### src/rtl/sync_fifo_pkg.sv
// Shared helpers for the parametrised FIFO: occupancy counter sizing.
package sync_fifo_pkg;

   // Width needed to hold an occupancy value in 0..depth inclusive.
   function automatic int count_width(input int depth);
      return $clog2(depth + 1);
   endfunction

endpackage

### src/rtl/fifo_wrap_ptr.sv
// Circular pointer over 0..DEPTH-1 with explicit wrap, so DEPTH need not be a power of two.
module fifo_wrap_ptr #(
   parameter  int DEPTH = 8,
   localparam int PW    = (DEPTH > 1) ? $clog2(DEPTH) : 1
) (
   input  logic          clk,
   input  logic          rst_n,
   input  logic          clear,
   input  logic          inc,
   output logic [PW-1:0] ptr
);

   always_ff @(posedge clk or negedge rst_n) begin
      if (!rst_n) begin
         ptr <= '0;
      end else if (clear) begin
         ptr <= '0;
      end else if (inc) begin
         ptr <= (ptr == PW'(DEPTH - 1)) ? '0 : ptr + 1'b1;
      end
   end

endmodule

### src/rtl/sync_fifo_param.sv
// Single-clock elastic FIFO with occupancy count, programmable level flags,
// sticky overflow/underflow and synchronous flush.
module sync_fifo_param
   import sync_fifo_pkg::*;
#(
   parameter  int WIDTH    = 8,
   parameter  int DEPTH    = 8,
   parameter  int AF_LEVEL = DEPTH - 1,
   parameter  int AE_LEVEL = 1,
   localparam int CW       = count_width(DEPTH)
) (
   input  logic             clk,
   input  logic             rst_n,
   input  logic             push,
   input  logic             pop,
   input  logic             flush,
   input  logic             clr_err,
   input  logic [WIDTH-1:0] data_in,
   output logic [WIDTH-1:0] data_out,
   output logic [CW-1:0]    count,
   output logic             empty,
   output logic             full,
   output logic             almost_full,
   output logic             almost_empty,
   output logic             overflow,
   output logic             underflow
);

   localparam int PW = (DEPTH > 1) ? $clog2(DEPTH) : 1;

   logic [WIDTH-1:0] mem [DEPTH];
   logic [PW-1:0]    wr_ptr;
   logic [PW-1:0]    rd_ptr;
   logic             pop_acc;
   logic             push_acc;
   logic             ovf_event;
   logic             unf_event;

   assign empty        = (count == '0);
   assign full         = (count == CW'(DEPTH));
   assign almost_full  = (int'(count) >= AF_LEVEL);
   assign almost_empty = (int'(count) <= AE_LEVEL);

   // A pop on a full FIFO frees the slot the simultaneous push lands in.
   // Flush overrides everything, including error detection.
   assign pop_acc   = pop && !empty && !flush;
   assign push_acc  = push && !flush && (!full || pop_acc);
   assign ovf_event = push && !flush && !push_acc;
   assign unf_event = pop && !flush && empty;

   assign data_out = empty ? '0 : mem[rd_ptr];

   fifo_wrap_ptr #(.DEPTH(DEPTH)) u_wr_ptr (
      .clk   (clk),
      .rst_n (rst_n),
      .clear (flush),
      .inc   (push_acc),
      .ptr   (wr_ptr)
   );

   fifo_wrap_ptr #(.DEPTH(DEPTH)) u_rd_ptr (
      .clk   (clk),
      .rst_n (rst_n),
      .clear (flush),
      .inc   (pop_acc),
      .ptr   (rd_ptr)
   );

   // Storage is intentionally left out of reset; empty masks stale contents.
   always_ff @(posedge clk) begin
      if (push_acc) begin
         mem[wr_ptr] <= data_in;
      end
   end

   always_ff @(posedge clk or negedge rst_n) begin
      if (!rst_n) begin
         count <= '0;
      end else if (flush) begin
         count <= '0;
      end else if (push_acc && !pop_acc) begin
         count <= count + 1'b1;
      end else if (pop_acc && !push_acc) begin
         count <= count - 1'b1;
      end
   end

   // A fresh error event wins over a same-cycle clear.
   always_ff @(posedge clk or negedge rst_n) begin
      if (!rst_n) begin
         overflow  <= 1'b0;
         underflow <= 1'b0;
      end else begin
         overflow  <= ovf_event || (overflow && !clr_err);
         underflow <= unf_event || (underflow && !clr_err);
      end
   end

endmodule

### config.mk
export PLATFORM = sky130hd
export DESIGN_NAME = sync_fifo_param
export DESIGN_NICKNAME = d
export VERILOG_FILES = /design/src/rtl/sync_fifo_pkg.sv /design/src/rtl/fifo_wrap_ptr.sv /design/src/rtl/sync_fifo_param.sv
export SDC_FILE = /design/constraint.sdc
export NUM_CORES = 1
export LEC_CHECK = 0
export BUFFER_PORTS_ARGS = -buffer_cell sky130_fd_sc_hd__buf_2
export CORE_MARGIN = 5
export CORE_UTILIZATION = 40
export CTS_CLUSTER_SIZE = 30
export DETAILED_ROUTE_END_ITERATION = 8
export GPL_TIMING_DRIVEN = 0
export HOLD_SLACK_MARGIN = 0.06
export PLACE_DENSITY = 0.61
export SLEW_MARGIN = 0
export SYNTH_ARGS = -nofsm -noshare
export SYNTH_HDL_FRONTEND = slang
export SYNTH_SLANG_ARGS = --single-unit
### constraint.sdc
create_clock -name clk -period 2.7 [get_ports clk]
set_input_delay 0.405 -clock clk [delete_from_list [all_inputs] [get_ports clk]]
set_output_delay 0.405 -clock clk [all_outputs]
set_load 0.02 [all_outputs]
==> results of run 1 <==
worst max-delay path: cells and delay by family (launching register included):
kind,cells,cell delay (ns)
and+or+nand+nor,3,1.18
adders and majority gates,1,0.28
AOI/OAI and AO/OA,1,0.36
buffers and inverters,1,0.07
DFF,1,0.42
how the worst max path moves through the flow:
| stage | end | cells after the start |
|---|---|---|
| 2_1_floorplan | mem[0][0]$_DFFE_PP_ | 6 |
| 3_3_place_gp | mem[0][2]$_DFFE_PP_ | 6 |
| 3_5_place_dp | mem[1][2]$_DFFE_PP_ | 7 |
| 4_1_cts | mem[6][3]$_DFFE_PP_ | 6 |
| 5_1_grt | mem[6][7]$_DFFE_PP_ | 6 |
| 6_report | mem[6][3]$_DFFE_PP_ | 6 |
cells in the mapped netlist:
library cell | instances | share of area (%)
o21a_1 | 1 | 0.23
clkinv_1 | 1 | 0.12
a22o_1 | 1 | 0.27
o21ai_0 | 6 | 0.93
nor2_1 | 22 | 2.6
a211oi_4 | 1 | 0.62
xor2_1 | 1 | 0.27
inv_1 | 5 | 0.58
nor3_1 | 4 | 0.62
mux2i_1 | 9 | 2.8
buf_1 | 1 | 0.12
o21ai_2 | 1 | 0.27
nor4_1 | 1 | 0.19
nand2_1 | 6 | 0.70
nand2b_1 | 8 | 1.5
and3b_2 | 1 | 0.31
or3b_1 | 1 | 0.27
a32o_1 | 1 | 0.31
clkbuf_1 | 3 | 0.35
nor3b_1 | 1 | 0.23
a21oi_1 | 3 | 0.46
mux4_2 | 16 | 11
edfxtp_1 | 64 | 59
a22oi_1 | 1 | 0.23
a21o_2 | 1 | 0.27
dfrtp_1 | 12 | 9.3
buf_6 | 1 | 0.35
and2b_2 | 1 | 0.27
nand3_1 | 1 | 0.15
o32ai_1 | 1 | 0.27
nand3b_1 | 1 | 0.23
ha_1 | 7 | 2.7
buf_2 | 3 | 0.46
mux2_4 | 1 | 0.46
and4_2 | 1 | 0.31
a31oi_1 | 1 | 0.19
a221o_2 | 1 | 0.35
nor2b_1 | 1 | 0.19
repair_timing:
| action | CTS | global route |
|---|---|---|
| cloned | 0 | 1 |
| pin swaps | 0 | 0 |
| hold buffers | 1 | 0 |
| hold endpoints to repair | 12 | 0 |
| endpoints found under the setup margin | 72 | 69 |
| resized for setup | 9 | 5 |
power by group:
group / switching, mW / internal [mW] / leakage (nW) / total (mW)
logic: 0.560 / 0.374 / 0.509 / 0.933
registers: 0.0573 / 1.33 / 0.737 / 1.39
clock network: 0.447 / 0.443 / 0.102 / 0.890
per-layer routing:
| layer | track usage [%] | vias to the layer above | part of all wire (%) | routed length (um) |
|---|---|---|---|---|
| li1 | - | 833 | - | - |
| met4 | 6.618 | 0 | 1.7 | 108 |
| met3 | 2.293 | 7 | 3.7 | 237 |
| met2 | 20.99 | 39 | 50 | 3203 |
| met5 | 0 | - | 0 | 0 |
| met1 | 17.70 | 901 | 44 | 2819 |
sequential cells by signal (all words and copies together), names as in the netlist:
name / cells
u_rd_ptr.ptr: 3
u_wr_ptr.ptr: 3
mem: 64
count: 4
overflow: 1
underflow: 1
layout make-up:
| cell class | instances | area [um^2] | share of cell area, % |
|---|---|---|---|
| buffer | 8 | 52.55 | 1.385 |
| clock buffer | 9 | 123.9 | 3.264 |
| clock inverter | 7 | 83.83 | 2.209 |
| inverter | 6 | 26.28 | 0.6924 |
| multi-input combinational | 102 | 979.7 | 25.82 |
| sequential | 76 | 2223 | 58.59 |
| tap | 102 | 127.6 | 3.363 |
| timing repair buffer | 33 | 170.2 | 4.484 |
| timing repair inverter | 1 | 7.507 | 0.1978 |
stage by stage:
| step | cells | area (um^2) | setup slack [ns] | power [mW] |
|---|---|---|---|---|
| 6_report | 344 | 3795 | 0.002885 | 3.216 |
| 3_5_place_dp | 326 | 3528 | -0.2544 | 2.313 |
| 4_1_cts | 343 | 3772 | -0.09929 | 3.212 |
| 2_1_floorplan | 192 | 3236 | 0.1218 | 2.040 |
| 5_1_grt | 344 | 3795 | -0.2074 | 3.381 |
| 3_3_place_gp | 325 | 3518 | -0.7131 | 2.293 |
logic make-up (layout without fill, tap and decap cells):
| group | count (synthesis) | after routing | synth area share [%] |
|---|---|---|---|
| AND/OR/NAND/NOR | 49 | 49 | 7.580 |
| buffers and inverters | 14 | 64 | 1.972 |
| adder cells (fa/ha/maj) | 7 | 7 | 2.707 |
| flip-flops | 76 | 76 | 68.68 |
| XOR/XNOR | 1 | 1 | 0.2707 |
| AO/OA/AOI/OAI | 19 | 19 | 4.409 |
| multiplexers | 26 | 26 | 14.39 |
==> run_results.csv, run 1 <==
group,metric,value,unit
cts,path_clk_slew,0.08,ns
timing,setup_viol,0,
synth,synth_cell_types,38,
place,portBuffers,31,
global_route,first_global_vias,1772,
setup_path,arrival,2.67,ns
synth,syn_area_per_cell,16.85,um^2
setup_path,critPathLaunchType,"flop",
timing,whs,0.2424,ns
route,drc,0,
hold_path,hold_depth,2,
cts,cts_setup_buffers,0,
cts,h-tree-depth,3,
timing,final-hold-violation-count,0,
setup_path,worstPathMaxFanout,8,
layout,diodes,0,
floorplan,initial_core_util,41.44,%
timing,fin_setup_tns,0,ns
timing,fin_crit_sh,99.89,%
route,via_per_inst,5.174,
floorplan,die_height,99.94,um
layout,final_common_cell,"edfxtp_1",
floorplan,die_area,9988,um^2
setup_path,crit_chain,"inv_1 > ha_1 > and2b_2 > a31oi_2 > nand2b_1 > nor2_1",
route,first_pass_iters,6,
timing,slew_headroom,37.84,%
pwr,powerDensity,847.4,nW/um^2
cts,cts_sinks,76,
timing,clock.fmax,370.8,MHz
setup_path,endpoint_kind,"flop",
cts,cts_buffers,9,
synth,ys_ff_latch,76,
hold_path,hold_path_end,"underflow$_DFF_PN0_",
setup_path,r2r_end,"mem[6][3]$_DFFE_PP_",
layout,final_cell_mix,"edfxtp_1 (64), buf_2 (33), nor2_1 (19), mux4_2 (16), dfrtp_1 (11)",
global_route,grt_pass1_wl,9632,um
setup_path,rrSetupSlack,0.003,ns
synth,ys_warn_count,0,
setup_path,crit_type,"flop to flop",
hold_path,min_path_type,"primary input to flop",
floorplan,core-area,7807,um^2
run_status,outcome,"completed",
cts,cts_tree,"built",
setup_path,crit_start,"count[0]$_DFFE_PN0P_",
synth,netlist_area,3236,um^2
layout,layout.nets,258,
synth,postSynthCellCount,192,
global_route,grtUsageTotal,13.26,%
floorplan,die_w,99.94,um
synth,ys_seq_area_share,68.68,%
setup_path,cpPeakStageDelay,0.74,ns
job,drv_cap,0,
cts,clk_latency,0.35,ns
global_route,overflow,0,
hold_path,hold_start,"clr_err",
route,drtIter0Drc,83,
route,postRouteWirelength,6368,um
setup_path,r2r_cells,6,
setup_path,cp_data_required_time,2.67,ns
setup_path,slowest_stage,"nor2_1",
layout,post-route-util,48.61,%
timing,worst_pin_slew,0.9290,ns
floorplan,ios,32,
floorplan,rows,32,
timing,rsz0062_at_grt,"true",
cts,cts_max_path_buffers,2,
layout,drive_above_1_share,35.95,%
timing,period_minus_slack,2.697,ns
timing,finalMaxSlewViolations,0,
route,vias,1780,
layout,syn_to_final_growth,17.29,%
timing,fin_skew,0.008853,ns
synth,synth_fp_nets,213,
place,gp_congestion,0.6853,
pwr,p_leak,1.349,nW
place,dp_hpwl,4119,um
pwr,ir_worst_vdd,328.3,uV
cts,root_buffer,"clkbuf_8",
route,avgRoutedWirePerCell,18.51,um
setup_path,r2r_start,"count[0]$_DFFE_PN0P_",
global_route,antenna_found_initial,0,
route,ant_nets,0,
layout,n_fill_cell,675,
global_route,grt_max_degree,16,
Note: power is estimated with default switching activity, not from simulation.
==> inputs of run 2 (changes only) <==
Settings changed: CORE_UTILIZATION 40 to 55, CTS_CLUSTER_SIZE 30 to 8, MAX_ROUTING_LAYER set to met4, PLACE_DENSITY 0.61 to 0.78.
==> run_results.csv, run 2 (synthesis results as in run 1) <==
group,metric,value,unit
setup_path,endpoint_kind,"output port",
floorplan,die_w,86.70,um
global_route,grt_pass1_wl,9653,um
floorplan,rows,28,
place,placed_cell_area,3492,um^2
route,via_per_inst,5.701,
place,dp_hpwl,3903,um
timing,clock.fmax,397.5,MHz
route,drtIter0Drc,155,
timing,setup_viol,0,
cts,path_clk_slew,0.08,ns
setup_path,cp_data_required_time,2.30,ns
global_route,grt_max_degree,15,
global_route,grtUsageTotal,18.80,%
setup_path,arrival,2.11,ns
route,postRouteWirelength,6223,um
floorplan,ios,32,
layout,top_register,"mem",
floorplan,core-area,5816,um^2
timing,fin_skew,0.009737,ns
timing,finalMaxSlewViolations,0,
place,portBuffers,31,
cts,cts_buffers,9,
timing,fin_crit_sh,93.18,%
pwr,p_leak,1.355,nW
layout,layout.nets,259,
timing,rsz0062_at_grt,"false",
layout,largest_reg_flops,64,
layout,final_cells,318,
layout,diodes,0,
cts,root_buffer,"clkbuf_8",
timing,worst_pin_slew,0.7544,ns
route,vias,1813,
cts,h-tree-depth,3,
place,dp_cells,299,
route,drc,0,
layout,final_area,3817,um^2
setup_path,worstPathMaxFanout,7,
pwr,powerDensity,836.9,nW/um^2
run_status,outcome,"completed",
floorplan,die_height,86.70,um
floorplan,initial_core_util,55.64,%
cts,cts_sinks,76,
timing,slew_headroom,49.71,%
setup_path,cpPeakStageDelay,0.45,ns
global_route,overflow,0,
setup_path,critPathLaunchType,"flop",
route,first_pass_iters,7,
cts,cts_tree,"built",
global_route,first_global_vias,1867,
pwr,power.total,3.195,mW
layout,n_fill_cell,423,
layout,reg_top3,"mem x64, count x4",
setup_path,crit_type,"flop to output port",
global_route,antenna_found_initial,0,
route,ant_nets,0,
place,gp_congestion,0.7473,
layout,syn_to_final_growth,17.98,%
setup_path,slowest_stage,"dfrtp_2",
cts,clk_latency,0.35,ns
timing,period_minus_slack,2.516,ns
hold_path,min_path_type,"primary input to flop",
setup_path,crit_chain,"inv_1 > ha_1 > or3b_1 > buf_2 > clkinvlp_4 > nor2_1 > buf_2",
layout,post-route-util,65.64,%
timing,final-hold-violation-count,0,
cts,cts_max_path_buffers,2,
setup_path,cp_common_cell,"buf_2",
pwr,ir_worst_vdd,484.8,uV
layout,final_common_cell,"edfxtp_1",
layout,drive_above_1_share,37.45,%
route,avgRoutedWirePerCell,19.57,um
job,drv_cap,0,
layout,final_cell_mix,"edfxtp_1 (64), buf_2 (32), mux4_2 (16), nor2_1 (16), dfrtp_1 (11)",
floorplan,die_area,7517,um^2
==> run 2: cell count changes in the layout (fill, tap and decap cells not counted), sizes merged <==
cell	change
clkinv	+2
clkbuf	+1
inv	-1
clkinvlp	-1
==> run 2: area by class of cell <==
cell class | instances | area, um^2 | area share [%]
clock buffer | 9 | 123.9 | 3.245
tap | 75 | 93.84 | 2.458
timing repair buffer | 34 | 192.7 | 5.048
clock inverter | 7 | 73.82 | 1.934
timing repair inverter | 1 | 5.005 | 0.1311
inverter | 6 | 26.28 | 0.6883
multi-input combinational | 102 | 1026 | 26.88
buffer | 8 | 52.55 | 1.377
sequential | 76 | 2223 | 58.24
==> run 2: critical path: cells and delay by family (launching register included) <==
kind | cells | cell delay (ns)
adders and majority gates | 1 | 0.27
DFF | 1 | 0.45
buffers and inverters | 4 | 0.61
and+or+nand+nor | 2 | 0.44
==> run 2: power by group <==
part,switching [mW],internal (mW)
clock network,0.428,0.432
registers,0.0613,1.33
logic,0.560,0.380
total,1.05,2.15
==> run 2: metal layers <==
| layer | part of all wire [%] | vias to the layer above | GRT usage (%) |
|---|---|---|---|
| met5 | 0 | - | - |
| met4 | 2.1 | 0 | 9.632 |
| met3 | 4.5 | 10 | 4.278 |
| met2 | 52 | 45 | 28.09 |
| met1 | 42 | 921 | 24.28 |
| li1 | - | 837 | - |
==> run 2: path summary, 6_finish.rpt <==
kind	endpoint	cells after the start	from	slack, ns
hold / removal	underflow$_DFF_PN0_	2	clr_err	0.24
max in group asynchronous	count[0]$_DFFE_PN0P_	2	rst_n	1.97
hold reg to reg	overflow$_DFF_PN0_	1	overflow$_DFF_PN0_	0.51
setup / recovery	data_out[7]	7	count[0]$_DFFE_PN0P_	0.18
setup reg to reg	mem[0][4]$_DFFE_PP_	7	count[0]$_DFFE_PN0P_	0.21
min in group asynchronous	count[2]$_DFFE_PN0P_	2	rst_n	0.48
==> run 2: what timing repair did <==
action / 4_1_cts / 5_1_grt
hold buffers: 1 / 0
endpoints found under the setup margin: 72 / 69
setup buffers: 0 / 1
hold endpoints to repair: 12 / 0
cloned: 0 / 1
pin swaps: 0 / 1
gates resized for setup: 7 / 18
==> run 2: metrics by stage <==
stage	hold WS, ns	setup TNS [ns]	worst slack (ns)
3_3_place_gp	0.3010	-9.646	-0.4969
5_1_grt	0.2442	0	0.01701
6_report	0.2375	0	0.1841
3_5_place_dp	0.3070	-11.09	-0.5966
2_1_floorplan	0.1094	0	0.1218
4_1_cts	0.2267	-8.353	-0.1915
